<file path="config.mk">
export PLATFORM = sky130hd
export DESIGN_NAME = vertical_timing
export DESIGN_NICKNAME = d
export VERILOG_FILES = /design/src/rtl/video_timing_pkg.sv /design/src/rtl/vertical_timing.sv
export SDC_FILE = /design/constraint.sdc
export NUM_CORES = 1
export LEC_CHECK = 0
export CAP_MARGIN = 0
export CELL_PAD_IN_SITES_DETAIL_PLACEMENT = 2
export CELL_PAD_IN_SITES_GLOBAL_PLACEMENT = 2
export CORE_UTILIZATION = 35
export DETAILED_ROUTE_END_ITERATION = 6
export PLACE_DENSITY = 0.8
export SLEW_MARGIN = 20
export SYNTH_ARGS = -nofsm -noshare
export SYNTH_HDL_FRONTEND = slang
export SYNTH_SLANG_ARGS = --single-unit
</file>
<file path="constraint.sdc">
create_clock -name clock_50 -period 5.4 [get_ports clock_50]
set_input_delay 0.81 -clock clock_50 [delete_from_list [all_inputs] [get_ports clock_50]]
set_output_delay 0.81 -clock clock_50 [all_outputs]
set_load 0.02 [all_outputs]
</file>
<file path="src/rtl/video_timing_pkg.sv">
// Shared vertical-timing definitions: region encoding, default counter width, region sequencing.
package video_timing_pkg;

    localparam int VT_CNT_W_DEFAULT = 12;

    typedef enum logic [1:0] {
        VSYNC   = 2'd0,
        VBP     = 2'd1,
        VACTIVE = 2'd2,
        VFP     = 2'd3
    } vstate_t;

    function automatic vstate_t next_region(input vstate_t s);
        case (s)
            VSYNC:   next_region = VBP;
            VBP:     next_region = VACTIVE;
            VACTIVE: next_region = VFP;
            default: next_region = VSYNC;
        endcase
    endfunction

endpackage

</file>
<file path="src/rtl/vertical_timing.sv">
// Vertical frame sequencer stepped by line_end; registered outputs, latency 1, no backpressure (holds while line_end low).
// Optional VERTICAL_TIMING_FRAME_CNT_EN adds a 16-bit wrapping frame counter output frame_cnt.
module vertical_timing
    import video_timing_pkg::*;
#(
    parameter int CNT_W = VT_CNT_W_DEFAULT
) (
    input  logic             clock_50,
    input  logic             reset,
    input  logic             line_end,
    input  logic [CNT_W-1:0] v_sync_length,
    input  logic [CNT_W-1:0] v_back_porch,
    input  logic [CNT_W-1:0] v_active_lines,
    input  logic [CNT_W-1:0] v_front_porch,
    output logic             v_sync,
    output logic             v_active_flag,
    output logic             frame_start,
    output logic [CNT_W-1:0] line_num
`ifdef VERTICAL_TIMING_FRAME_CNT_EN
    ,
    output logic [15:0]      frame_cnt
`endif
);

    vstate_t          state, state_nxt;
    logic [CNT_W-1:0] cnt, cnt_nxt;
    logic [CNT_W-1:0] sh_sync, sh_bp, sh_active, sh_fp;
    logic [CNT_W-1:0] region_len, region_last;
    logic             frame_wrap;

    always_comb begin
        region_len = sh_sync;
        case (state)
            VSYNC:   region_len = sh_sync;
            VBP:     region_len = sh_bp;
            VACTIVE: region_len = sh_active;
            default: region_len = sh_fp;
        endcase
        // A zero length still occupies one line.
        region_last = (region_len == '0) ? '0 : region_len - CNT_W'(1);
    end

    always_comb begin
        state_nxt  = state;
        cnt_nxt    = cnt;
        frame_wrap = 1'b0;
        if (line_end) begin
            if (cnt == region_last) begin
                state_nxt  = next_region(state);
                cnt_nxt    = '0;
                frame_wrap = (state == VFP);
            end else begin
                cnt_nxt = cnt + CNT_W'(1);
            end
        end
    end

    always_ff @(posedge clock_50) begin
        if (reset) begin
            state         <= VSYNC;
            cnt           <= '0;
            v_sync        <= 1'b1;
            v_active_flag <= 1'b0;
            frame_start   <= 1'b0;
            line_num      <= '0;
            sh_sync       <= v_sync_length;
            sh_bp         <= v_back_porch;
            sh_active     <= v_active_lines;
            sh_fp         <= v_front_porch;
        end else begin
            state         <= state_nxt;
            cnt           <= cnt_nxt;
            v_sync        <= (state_nxt == VSYNC);
            v_active_flag <= (state_nxt == VACTIVE);
            frame_start   <= frame_wrap;
            line_num      <= (state_nxt == VACTIVE) ? cnt_nxt : '0;
            // New lengths only take hold at a frame boundary.
            if (frame_wrap) begin
                sh_sync   <= v_sync_length;
                sh_bp     <= v_back_porch;
                sh_active <= v_active_lines;
                sh_fp     <= v_front_porch;
            end
        end
    end

`ifdef VERTICAL_TIMING_FRAME_CNT_EN
    always_ff @(posedge clock_50) begin
        if (reset) begin
            frame_cnt <= '0;
        end else if (frame_wrap) begin
            frame_cnt <= frame_cnt + 16'd1;
        end
    end
`endif

endmodule
</file>
==> reports/metrics.yaml, run 1 <==
timing:
  rsz0062_at_grt: "false"
  final-hold-violation-count: 0
  period_share_pct: 90.7
  fin_worst_skew_ps: 7.61
  worst-slew-pin-transition_ps: 1020
  final.min_clock_period_ps: 4900
  maxSlewHeadroom_pct: 32.0
  clock.fmax_mhz: 204
  setup_viol: 0
  fin_setup_tns_ps: 0
  slew_viol_final: 0
critical_path:
  cp-start-kind: "flip-flop"
  worst-path-max-fanout: 48
  cp.required_ps: 5440
  crit_start: "state[0]"
  r2r_start: "state[0]"
  end_kind: "flip-flop"
  arrival_ps: 4940
  crit_type: "flip-flop to flip-flop"
cts:
  clk_pin_slew_ps: 80
  clock_path_buffers: 2
  holdBufCountCts: 0
  cts_made_buffers: 9
  postCtsSetupRepairBufs: 0
  clock-sinks: 77
  cts.htree.levels: 3
  cts_resized: 0
  clk_latency_ps: 360
  cts_root_buf: "clkbuf_8"
  cts_tree: "built"
finish:
  area_delta_synth_final_pct: 23.8
  layout_commonest_cell: "clkdlybuf4s50_1"
  final_core_util_pct: 44.8
  final_cell_mix: "clkdlybuf4s50_1 (65), edfxtp_1 (48), dfxtp_1 (29)"
  antennaDiodeCount: 0
  drive_gt1_share_pct: 10.9
  final_area_um2: 4880
  final_nets: 475
logic_synthesis:
  async_reset_ff_share_pct: 0
  postSynthCellCount: 353
  ys.flop_type: "edfxtp_1"
  synth_cell_types: 71
  synth_area_leaders: "edfxtp_1 (37%), dfxtp_1 (15%), a21oi_1 (3.2%)"
  synth_seq_cells: 77
  seq_area_frac_synth_pct: 51.3
  synth_edf_count: 48
  synth_top_area_share_pct: 36.5
  syn-cell-area_um2: 3950
  synth_fp_nets: 412
  ys_warn_count: 0
  yosysTopAreaCell: "edfxtp_1"
  syn_area_per_cell_um2: 11.2
die:
  ios: 66
  die_h_um: 108
  initial_utilization_pct: 36.2
  die-area_um2: 11700
  coreArea_um2: 10900
  fp.dieW_um: 108
  fp-row-count: 38
global_route:
  grt_max_degree: 49
  grt_use_total_pct: 20.7
  grt_pass1_wl_mm: 18.3
  grt_pass1_vias: 3585
  antenna_found_initial: 0
  grt_overflow_total: 0
pwr:
  vdd_drop_max_mv: 0.157
  p_per_area_nw_per_um2: 270
  leakagePower_nw: 1.71
  power.total_mw: 1.32
routing:
  wl_mm: 10.9
  avgRoutedWirePerCell_um: 19.5
  vias_per_cell: 5.57
  drt-pass1-iter-count: 4
  antenna_left: 0
  num_vias: 3122
  drt_iter0_markers: 122
  drcViolationCount: 0
worst_hold_path:
  hold_start: "cnt[1]"
  min_path_type: "flip-flop to flip-flop"
placed_design:
  port_buffers: 65
  dpl.hpwl_mm: 8.10
  place_area_um2: 4660
  gp_congestion: 0.880
flow_run:
  cap_violations: 0
status:
  status: "finished clean"
==> critical path, cell delays in order (launching register included) <==
cell	delay (ps)
dfxtp_1	380
inv_1	130
ha_1	560
a22oi_1	210
a22oi_2	320
inv_1	170
ha_1	260
and3b_1	200
a31oi_1	370
nor3_1	150
and3_2	320
a2111oi_0	340
o2111ai_1	220
nand4b_4	300
nor3_4	200
a21o_2	170
buf_12	250
==> state kept, by name, summed over array words and instances (netlist names) <==
register       cells
sh_bp             12
sh_active         12
v_active_flag      1
sh_sync           12
v_sync             1
sh_fp             12
frame_start        1
line_num          12
state              2
cnt               12
==> cell families (layout without fill, tap and decap cells) <==
logic type      Yosys count  after routing  share of synthesized area [%]
compound gates          108            108                           20.7
xor+xnor                 15             15                           3.52
fa+ha+maj                 8              8                           2.54
buf+inv                  41            109                           6.44
flops                    77             77                           51.3
mux                       2              2                          0.539
simple gates            102            102                           15.0
==> synth_stat cells, types with 3 or more instances <==
cell	count
o21ai_0	7
clkbuf_8	4
a31oi_1	9
ha_1	8
nand3_1	7
a22oi_1	15
nand4_1	9
xor2_1	4
a211oi_1	3
or3_1	5
a22o_1	4
nor2_1	21
o211ai_1	9
nor4_1	4
a21oi_1	25
nor3_1	18
a21o_1	4
nor2b_1	6
buf_6	4
clkbuf_1	8
a21oi_2	3
inv_1	21
dfxtp_1	29
nand2_1	14
edfxtp_1	48
xnor2_1	10
==> per-stage QoR <==
stage               worst slack, ps  std cells  hold WS (ps)
floorplan                       952        353           497
global placement                819        545           560
detailed placement              582        545           581
CTS                             493        561           592
global route                    115        561           637
finish                          501        561           591
==> area by class of cell <==
type | instances | area (µm²)
clock inverters | 7 | 97.6
repair buffers | 72 | 716
fillers | 1106 | 6010
well taps | 140 | 175
inverters | 21 | 78.8
clock buffers | 9 | 124
flip-flops and latches | 77 | 2020
multi-input cells | 235 | 1670
==> path summary, 6_finish.rpt <==
path                                     to  slack (ps)  cells past startpoint
worst max-delay path               sh_fp[9]         500                     16
worst min-delay path            line_num[1]         590                      2
worst min register to register  line_num[1]         590                      2
worst max register to register     sh_fp[9]         500                     16
==> routing by layer <==
layer / track usage (%) / wire length (µm) / up-vias
met1: 24.9 / 4870 / 1556
met2: 36.5 / 5550 / 68
li1: - / - / 1480
met3: 4.22 / 343 / 18
met4: 7.14 / 188 / 0
met5: 0 / 0 / -
==> where the power goes <==
part | leakage, nW | switching, mW | total, mW | internal [mW]
sequential | 0.704 | 0.0120 | 0.669 | 0.657
clock | 0.107 | 0.229 | 0.491 | 0.262
combinational | 0.896 | 0.0850 | 0.157 | 0.0717
total | 1.71 | 0.326 | 1.32 | 0.991
No activity file was read; power rests on OpenSTA's default activity.
==> run 2, diff against run 1 <==
CTS_CLUSTER_SIZE = 40   (was not set)
MAX_ROUTING_LAYER = met4   (was not set)
==> run 2 against run 1 <==
Compared with the run above: fmax fell by 0.47%; die area did not move; combinational power barely moved; first-iteration DRC count fell by 5.7%; clock-buffer cell count did not move.
==> reports/metrics.yaml, run 2 (same netlist as run 1, synthesis figures left out) <==
routing:
  vias_per_cell: 5.60
  num_vias: 3138
  drt-pass1-iter-count: 5
  drt_iter0_markers: 115
  antenna_left: 0
  drcViolationCount: 0
  wl_mm: 10.7
  avgRoutedWirePerCell_um: 19.1
critical_path:
  r2r-end: "sh_fp[9]"
  r2r_start: "state[0]"
  end_kind: "flip-flop"
  worst-path-max-fanout: 48
  arrival_ps: 4960
  cp.required_ps: 5440
  r2r_slack_ps: 480
  cp-start-kind: "flip-flop"
  reg2regPathDepth: 16
  crit_type: "flip-flop to flip-flop"
die:
  die-area_um2: 11700
  fp.dieW_um: 108
  ios: 66
  fp-row-count: 38
  die_h_um: 108
  coreArea_um2: 10900
  initial_utilization_pct: 36.2
cts:
  clock-sinks: 77
  cts_tree: "built"
  holdBufCountCts: 0
  postCtsSetupRepairBufs: 0
  clk_pin_slew_ps: 80
  cts_root_buf: "clkbuf_8"
  cts.htree.levels: 3
  clock_path_buffers: 2
  cts_resized: 0
  clk_latency_ps: 360
  cts_made_buffers: 9
worst_hold_path:
  holdPathStages: 2
  min_path_type: "flip-flop to flip-flop"
  worstHoldEndpoint: "line_num[0]"
  hold_start: "cnt[0]"
global_route:
  use_met1_pct: 25.3
  grt.busiest_layer: "met2"
  grt_overflow_total: 0
  antenna_found_initial: 0
  grt_pass1_wl_mm: 17.7
  grt_use_total_pct: 20.6
  grt_pass1_vias: 3356
  grt_max_degree: 49
  use_met2_pct: 34.5
  grtUsageMet3_pct: 3.80
finish:
  antennaDiodeCount: 0
  drive_gt1_share_pct: 11.0
  final_nets: 475
  layout_commonest_cell: "clkdlybuf4s50_1"
  area_delta_synth_final_pct: 22.9
  nFillCells: 1128
  fin_cells: 560
  final_cell_mix: "clkdlybuf4s50_1 (65), edfxtp_1 (48), dfxtp_1 (29)"
placed_design:
  gp_congestion: 0.849
  port_buffers: 65
  dpl.hpwl_mm: 8.11
  pre_cts_slack_ps: 421
  placed_cells_incl_taps: 544
timing:
  final.min_clock_period_ps: 4920
  finalWorstSetupSlack_ps: 477
  final-hold-violation-count: 0
  period_share_pct: 91.2
  maxSlewHeadroom_pct: 40.1
  fin_worst_skew_ps: 8.07
  clock.fmax_mhz: 203
  setup_viol: 0
  worst-slew-pin-transition_ps: 890
  fin_setup_tns_ps: 0
  whs_ps: 591
  rsz0062_at_grt: "false"
  slew_viol_final: 0
pwr:
  leakagePower_nw: 1.69
  p_per_area_nw_per_um2: 259
  vdd_drop_max_mv: 0.198
status:
  status: "finished clean"
flow_run:
  cap_violations: 0
==> run 2: changes by cell type in the layout (fill, tap and decap cells not counted) <==
cell,before,now
clkinv_1,1,0
buf_2,0,1
bufinv_16,2,1
inv_6,1,0
buf_4,6,5
clkinvlp_2,0,2
==> run 2: worst max path at each step <==
stage                  start      endpoint  cells past startpoint
floorplan           state[0]  sh_active[0]                     15
global placement    state[0]     sh_bp[11]                     16
detailed placement  state[0]      sh_fp[1]                     16
CTS                 state[0]      sh_fp[8]                     16
global route        state[0]      sh_fp[9]                     16
finish              state[0]      sh_fp[9]                     16
==> run 2: final cells by class <==
class | instances | area, µm² | share of cell area, %
Clock buffer | 9 | 124 | 2.56
Sequential cell | 77 | 2020 | 41.7
Tap cell | 140 | 175 | 3.61
Multi-Input combinational cell | 235 | 1670 | 34.4
Clock inverter | 6 | 65.1 | 1.34
Timing Repair Buffer | 72 | 713 | 14.7
Inverter | 21 | 78.8 | 1.63
==> run 2: where the power goes <==
part,internal [mW],leakage [nW],switching (mW)
Sequential,0.657,0.704,0.0122
Clock,0.210,0.0874,0.222
Combinational,0.0719,0.895,0.0832
==> run 2: worst max-delay path, stage by stage, from the launching register on <==
cell and delay (ps):
dfxtp_1 380, inv_1 130, ha_1 590, a22oi_1 220, a22oi_2 360, inv_1 160, ha_1 260, and3b_1 200
a31oi_1 380, nor3_1 170, and3_2 300, a211o_1 310, a211oi_2 250, nand4b_4 230, nor3_4 180, a21o_2 170
buf_12 240
==> run 2: metrics by stage <==
| step | cell area [µm²] | power [mW] | utilization (%) |
|---|---|---|---|
| finish | 4850 | 1.26 | 44.5 |
| global route | 4850 | 1.31 | 44.5 |
| CTS | 4840 | 1.27 | 44.5 |
| detailed placement | 4650 | 0.838 | 42.7 |
| global placement | 4650 | 0.832 | 42.7 |
| floorplan | 3950 | 0.768 | - |
==> run 2: routing by layer <==
metal | wire length (µm) | vias to the layer above
met1 | 4830 | 1570
met3 | 330 | 14
met2 | 5400 | 69
met5 | 0 | -
met4 | 153 | 0
li1 | - | 1485
